### src/rtl/mips_mcctrl.sv
// Multicycle MIPS control unit: a Moore sequencer for a datapath with one shared ALU and one shared memory.
// Adds memory wait states, optional LHU/BLT, a sticky illegal-opcode trap and a retired-instruction counter.
module mips_mcctrl #(
    parameter int MEM_WAIT_EN = 1,
    parameter int EXT_EN      = 1,
    parameter int CNT_W       = 32
) (
    input  logic             clk,
    input  logic             reset,
    input  logic [5:0]       op,
    input  logic             mem_ready,
    output logic             mem_req,
    output logic             memwrite,
    output logic             irwrite,
    output logic             pcwrite,
    output logic             branch,
    output logic             branch_lt,
    output logic             iord,
    output logic             regdst,
    output logic             regwrite,
    output logic             memtoreg,
    output logic             halfword,
    output logic             alusrca,
    output logic [1:0]       alusrcb,
    output logic [1:0]       pcsrc,
    output logic [1:0]       aluop,
    output logic             illegal,
    output logic [CNT_W-1:0] instret
);

    typedef enum logic [3:0] {
        S_FETCH, S_DECODE, S_MEMADR, S_MEMRD, S_MEMWB, S_MEMWR, S_EXEC,
        S_ALUWB, S_BEQ, S_BLTX, S_ADDIEX, S_ADDIWB, S_JUMP, S_TRAP
    } state_t;

    localparam logic [5:0] OP_RTYPE = 6'b000000;
    localparam logic [5:0] OP_LW    = 6'b100011;
    localparam logic [5:0] OP_SW    = 6'b101011;
    localparam logic [5:0] OP_LHU   = 6'b100101;
    localparam logic [5:0] OP_BEQ   = 6'b000100;
    localparam logic [5:0] OP_BLT   = 6'b011101;
    localparam logic [5:0] OP_ADDI  = 6'b001000;
    localparam logic [5:0] OP_J     = 6'b000010;

    localparam bit EXT = (EXT_EN != 0);

    state_t     state_reg, state_next;
    logic       is_sw_reg, is_sw_next;
    logic       is_lhu_reg, is_lhu_next;
    logic [CNT_W-1:0] instret_reg;
    logic       retire;
    logic       rdy;

    assign rdy = (MEM_WAIT_EN != 0) ? mem_ready : 1'b1;

    always_comb begin
        state_next  = state_reg;
        is_sw_next  = is_sw_reg;
        is_lhu_next = is_lhu_reg;
        retire      = 1'b0;
        case (state_reg)
            S_FETCH:  if (rdy) state_next = S_DECODE;
            S_DECODE: begin
                // Memory op class is captured here so op may change once DECODE is over.
                is_sw_next  = (op == OP_SW);
                is_lhu_next = EXT && (op == OP_LHU);
                if (op == OP_RTYPE)
                    state_next = S_EXEC;
                else if (op == OP_LW || op == OP_SW || (EXT && op == OP_LHU))
                    state_next = S_MEMADR;
                else if (op == OP_BEQ)
                    state_next = S_BEQ;
                else if (EXT && op == OP_BLT)
                    state_next = S_BLTX;
                else if (op == OP_ADDI)
                    state_next = S_ADDIEX;
                else if (op == OP_J)
                    state_next = S_JUMP;
                else
                    state_next = S_TRAP;
            end
            S_MEMADR: state_next = is_sw_reg ? S_MEMWR : S_MEMRD;
            S_MEMRD:  if (rdy) state_next = S_MEMWB;
            S_MEMWR:  if (rdy) begin state_next = S_FETCH; retire = 1'b1; end
            S_EXEC:   state_next = S_ALUWB;
            S_ADDIEX: state_next = S_ADDIWB;
            S_MEMWB, S_ALUWB, S_BEQ, S_BLTX, S_ADDIWB, S_JUMP: begin
                state_next = S_FETCH;
                retire     = 1'b1;
            end
            S_TRAP:   state_next = S_TRAP;
            default:  state_next = S_FETCH;
        endcase
    end

    always_ff @(posedge clk or negedge reset) begin
        if (!reset) begin
            state_reg   <= S_FETCH;
            is_sw_reg   <= 1'b0;
            is_lhu_reg  <= 1'b0;
            instret_reg <= '0;
        end else begin
            state_reg   <= state_next;
            is_sw_reg   <= is_sw_next;
            is_lhu_reg  <= is_lhu_next;
            if (retire)
                instret_reg <= instret_reg + CNT_W'(1);
        end
    end

    // Controls follow the registered state; only FETCH's IR/PC loads wait on mem_ready.
    always_comb begin
        {mem_req, memwrite, irwrite, pcwrite, branch, branch_lt, iord, regdst,
         regwrite, memtoreg, halfword, alusrca, illegal} = '0;
        alusrcb = 2'b00;
        pcsrc   = 2'b00;
        aluop   = 2'b00;
        if (reset) begin
            case (state_reg)
                S_FETCH:  begin mem_req = 1'b1; irwrite = rdy; pcwrite = rdy; alusrcb = 2'b01; end
                S_DECODE: alusrcb = 2'b11;
                S_MEMADR: begin alusrca = 1'b1; alusrcb = 2'b10; end
                S_MEMRD:  begin mem_req = 1'b1; iord = 1'b1; end
                S_MEMWB:  begin regwrite = 1'b1; memtoreg = 1'b1; halfword = is_lhu_reg; end
                S_MEMWR:  begin mem_req = 1'b1; memwrite = 1'b1; iord = 1'b1; end
                S_EXEC:   begin alusrca = 1'b1; aluop = 2'b10; end
                S_ALUWB:  begin regwrite = 1'b1; regdst = 1'b1; end
                S_BEQ:    begin alusrca = 1'b1; aluop = 2'b01; pcsrc = 2'b01; branch = 1'b1; end
                S_BLTX:   begin alusrca = 1'b1; aluop = 2'b01; pcsrc = 2'b01; branch_lt = 1'b1; end
                S_ADDIEX: begin alusrca = 1'b1; alusrcb = 2'b10; end
                S_ADDIWB: regwrite = 1'b1;
                S_JUMP:   begin pcsrc = 2'b10; pcwrite = 1'b1; end
                S_TRAP:   illegal = 1'b1;
                default:  ;
            endcase
        end
    end

    assign instret = reset ? instret_reg : '0;

endmodule

### config.mk
export PLATFORM = sky130hd
export DESIGN_NAME = mips_mcctrl
export DESIGN_NICKNAME = d
export VERILOG_FILES = /design/src/rtl/mips_mcctrl.sv
export SDC_FILE = /design/constraint.sdc
export NUM_CORES = 1
export LEC_CHECK = 0
export BUFFER_PORTS_ARGS = -buffer_cell sky130_fd_sc_hd__buf_2
export CORE_ASPECT_RATIO = 1.2
export CORE_MARGIN = 10
export CORE_UTILIZATION = 45
export DETAILED_ROUTE_END_ITERATION = 10
export GPL_ROUTABILITY_DRIVEN = 0
export PLACE_DENSITY = 0.69
export SLEW_MARGIN = 40
export SYNTH_ARGS = -nofsm -noshare
export SYNTH_HDL_FRONTEND = slang
export SYNTH_SLANG_ARGS = --single-unit
### constraint.sdc
create_clock -name clk -period 2.35 [get_ports clk]
set_input_delay 0.3525 -clock clk [delete_from_list [all_inputs] [get_ports clk]]
set_output_delay 0.3525 -clock clk [all_outputs]
set_load 0.01 [all_outputs]
### Word level (Yosys, flattened, before mapping)

Index checks and enable logic that the tools add are counted.

| word-level totals | value |
|---|---|
| output and inout port bits | 51 |
| latch bits | 0 |
| bits in writable memories | 0 |
| memories kept | 0 |
| word-level logic and storage cells | 86 |
| register bits | 38 |
| bits in read-only memories | 0 |

| cells by class | value |
|---|---|
| $lt $le $gt $ge | 0 |
| reduce and logical (&&, ||, !) cells | 12 |
| multipliers | 0 |
| add/subtract/negate cells | 1 |
| bitwise operators | 0 |
| div/mod/pow operators | 0 |
| shift-type cells | 0 |
| muxes and demuxes | 46 |
| equality and inequality tests | 23 |

Operators with widths:

| cell | count |
|---|---|
| $add 32x1->32 const B | 1 |
| $mux 32 | 1 |
| $pmux 4 s8 | 1 |
| $mux 1 | 27 |
| $eq 4x4->1 const B | 6 |
| $mux 4 | 5 |
| $eq 6x6->1 const B | 3 |
| $eq 4x3->1 const B | 4 |
| $mux 3 | 4 |
| $eq 4x2->1 const B | 2 |
| $pmux 2 s2 | 2 |
| $eq 6x2->1 const B | 1 |
| $eq 6x3->1 const B | 1 |
| $eq 6x4->1 const B | 1 |
| $eq 6x5->1 const B | 1 |
| $logic_not 6->1 | 1 |
| $mux 2 | 3 |
| $ne 2x2->1 const B | 3 |
| $pmux 2 s3 | 1 |
| $reduce_or 2->1 | 3 |
| $reduce_or 3->1 | 2 |
| $reduce_or 6->1 | 1 |
| $reduce_or 5->1 | 1 |
| $eq 4x1->1 const B | 1 |
| 4 further kinds | 6 |

### Longest topological paths before layout

| logic depth | value |
|---|---|
| depth in word-level cells | 8 |
| depth in mapped cells | 7 |
| mapped depth without buffers | 5 |

### Worst setup path after synthesis

OpenSTA, ideal clock, no wires.

| timing | value |
|---|---|
| kind | register -> output |
| start | register state_reg[1] |
| end | output port branch |
| required time | 1997 ps |
| arrival | 1455 ps |
| slack | 542 ps |
| buffers on the path | 2 |
| stages on the path, launching flop included | 5 |
| cells stage by stage | dfrtp_1 -> clkbuf_1 -> clkbuf_1 -> nor3b_1 -> nor2b_1 |

| on the way | value |
|---|---|
| cells in the longest elaborated chain, start to end | 3 |

RTL lines:

| item | line | RTL |
|---|---|---|
| start: declaration | 47 | `state_t state_reg, state_next;` |
| start signal: assignment | 103 | `state_reg <= state_next;` |
| $eq 4x4->1 | 119 | `case (state_reg)` |
| $mux 1 | 119 |  |
| $mux 1 | 118 | `if (reset) begin` |
| end: declaration | 16 | `output logic branch,` |

Every way passes these cells.

### Worst setup path in the final report

| timing | value |
|---|---|
| start | register state_reg[3] |
| end | output port pcwrite |

| on the way | value |
|---|---|
| cells in the longest elaborated chain, start to end | 3 |
| elaborated cells between the ends (all ways) | 4 |
| classes of those cells | 1 x eq/ne; 2 x mux; 1 x reduce/logical |

RTL lines:

| item | line | RTL |
|---|---|---|
| $eq 4x4->1 or $logic_not 4->1 (tied branches) | 119 |  |
| $pmux 1 s2 (*) | 119 |  |
| $mux 1 (*) | 118 |  |
| end: declaration | 15 | `output logic pcwrite,` |

Mark *: on every way between the ends. The rest lies on a longest branch, timed or not.

==> results.toml <==
[flow_run]
drv_cap = 0

[routing]
viasPerCell = 5.275
drc_errors = 0
vias = 2031
ant_nets = 0
wirelength_microns = 5515
wl_per_cell_microns = 14.32
drt_first_pass_iters = 4
drt_iter0_markers = 70

[power]
p_leak_nw = 1.465
ir_drop_uv = 472.7
p_per_area_nw_per_um2 = 727.2

[setup_path]
slowest_delay_ns = 0.62
crit_chain = "and2_1 > nand2_1 > nor3_1 > or2_2 > buf_2"
worstPathRequired_ns = 2.00
cp-start-kind = "flip-flop"
r2r.worst_path.cells = 5
cpMaxStageDelayCell = "dfrtp_1"
critPathMaxFanout = 17
cp.arrival_ns = 1.76
path_class = "reg2out"
worstSetupEndpointType = "output port"

[synth]
async_reset_ff_frac = 1.000
yosys_warnings = 0
syn_area_sq_um = 2385
synth_common_cells = "dfrtp_1, and2_1, nor2_1"
synth_top_area_share = 0.3987
synth_edf_count = 0
synth.largest_area_cell = "dfrtp_1"
synth_ff_type = "dfrtp_1"
seq_area_frac_synth = 0.3987
yosysMostFrequentCell = "dfrtp_1"
synth_cells = 267
synth_seq_cells = 38
synth_area_leaders = "dfrtp_1, and2_1, xor2_1"
syn_nets = 277
synthDistinctLibCells = 50
avgSynthCellArea_sq_um = 8.932

[floorplan]
rows = 28
dieArea_sq_um = 8623
die_height_microns = 99.75
core-area_sq_um = 5045
die_w_microns = 86.46
io_pins = 60
initial_utilization = 0.4727

[sta]
skew_ns = 0.01185
post-route-period-util = 0.8984
rsz0062_at_grt = "no"
finalSetupViolations = 0
setup_tns_ns = 0
max-slew-margin-rel = 0.7034
max_slew.worst_pin.slew_ns = 0.4449
fin_crit_ns = 2.111
slew_viol_final = 0
finalHoldViolCount = 0
fmax_mhz = 473.7

[global_route]
grt_pass1_wl_microns = 9294
grt_use_total = 0.1286
grt_pass1_vias = 1925
antenna_found_initial = 0
grt-ovfl-total = 0
grt_max_degree = 49

[clock_network]
cts_setup_buffers = 0
clkTransAtPathRegs_ns = 0.08
clkLatencyLatePin_ns = 0.29
cts_sinks = 38
cts_hold_buf = 1
cts_max_level = 2
post_cts_resized = 0
cts_tree = "done"
cts_root_buf = "clkbuf_8"
cts_buffers = 5
clock_path_buffers = 2

[finish]
syn_to_final_growth_pct = 18.57
largest_register_ffs = 32
drive_gt1_frac = 0.2615
fin_nets = 336
final_area_sq_um = 2828
antenna_cells = 0

[run_status]
status = "finished clean"

[placed_design]
placed_area_sq_um = 2735
portBuffers = 59
hpwl_microns = 4146

[min_path]
min_path_type = "in2async"
-- cell type report --
| type | count | area [sq um] |
|---|---|---|
| Clock buffer | 6 | 82.58 |
| Fill cell | 466 | 2217 |
| Sequential cell | 38 | 950.9 |
| Tap cell | 60 | 75.07 |
| Timing Repair Buffer | 65 | 342.8 |
| Multi-Input combinational cell | 208 | 1346 |
| Inverter | 8 | 30.03 |
-- worst max-delay path: cells and delay by family (launching register included) --
kind / cells / cell delay (ns)
buffers and inverters: 1 / 0.12
flip-flops: 1 / 0.62
AND/OR/NAND/NOR: 4 / 0.71
-- layout by cell type (no fill, tap or decap), drive strengths merged, types with 2 or more instances in the layout --
| cell | synthesis | routed |
|---|---|---|
| nor2 | 25 | 25 |
| buf | 2 | 64 |
| nand3b | 2 | 2 |
| o21a | 2 | 2 |
| nand4 | 7 | 7 |
| nand2 | 18 | 18 |
| o21ai | 5 | 5 |
| nor2b | 3 | 3 |
| nand2b | 5 | 5 |
| o22ai | 2 | 2 |
| inv | 8 | 8 |
| xnor2 | 14 | 14 |
| nor4 | 2 | 2 |
| xor2 | 20 | 20 |
| a21oi | 4 | 4 |
| nand3 | 10 | 10 |
| or2 | 4 | 4 |
| nor3 | 17 | 17 |
| and2 | 38 | 38 |
| or3b | 2 | 2 |
| nor4b | 2 | 2 |
| and4 | 3 | 3 |
| dfrtp | 38 | 38 |
| and3 | 8 | 8 |
| clkbuf | 11 | 6 |
-- cells by family (layout without fill, tap and decap cells) --
logic type / count (synthesis) / after routing / share of synthesized area
mux: 2 / 2 / 0.008919
fa+ha+maj: 1 / 1 / 0.005246
flops: 38 / 38 / 0.3987
xor+xnor: 34 / 34 / 0.1249
simple gates: 148 / 148 / 0.3578
compound gates: 23 / 23 / 0.06769
buf+inv: 21 / 79 / 0.03672
-- layer usage --
| layer | vias up | track usage | part of all wire |
|---|---|---|---|
| met3 | 5 | 0.05388 | 0.073 |
| met1 | 952 | 0.1563 | 0.44 |
| li1 | 1020 | - | - |
| met2 | 54 | 0.2025 | 0.47 |
| met5 | - | 0 | 0 |
| met4 | 0 | 0.03620 | 0.010 |
-- through the flow --
stage	instances	setup WS, ns	util	total power [W]	hold WS, ns
after global placement	378	0.4012	0.5422	0.001601	0.2357
after CTS	385	0.2381	0.5605	0.002070	0.09750
after floorplan	267	0.5424	-	0.001391	0.05691
after global routing	385	0.05186	0.5605	0.002210	0.1094
final	385	0.2388	0.5605	0.002056	0.09667
after detailed placement	378	0.3136	0.5422	0.001617	0.2314
-- where the power goes --
part	internal, W	total (W)	switching (W)	leakage [nW]
registers	0.000737	0.000841	0.000104	0.490
clock network	0.000226	0.000452	0.000225	0.0431
logic	0.000328	0.000763	0.000436	0.931
-- path summary, 6_finish.rpt --
kind                                                   from                           to  slack [ns]
worst max register to register     state_reg[3]$_DFFE_PN0P_  instret_reg[31]$_DFFE_PN0P_        0.29
worst max-delay path               state_reg[3]$_DFFE_PN0P_                      pcwrite        0.24
worst min register to register  instret_reg[31]$_DFFE_PN0P_  instret_reg[31]$_DFFE_PN0P_        0.47
worst min-delay path                                  reset   instret_reg[1]$_DFFE_PN0P_         0.1
min in group clk                                      op[4]     state_reg[1]$_DFFE_PN0P_        0.34
max in group asynchronous                             reset  instret_reg[10]$_DFFE_PN0P_        1.47
(Power assumes the default switching activity.)
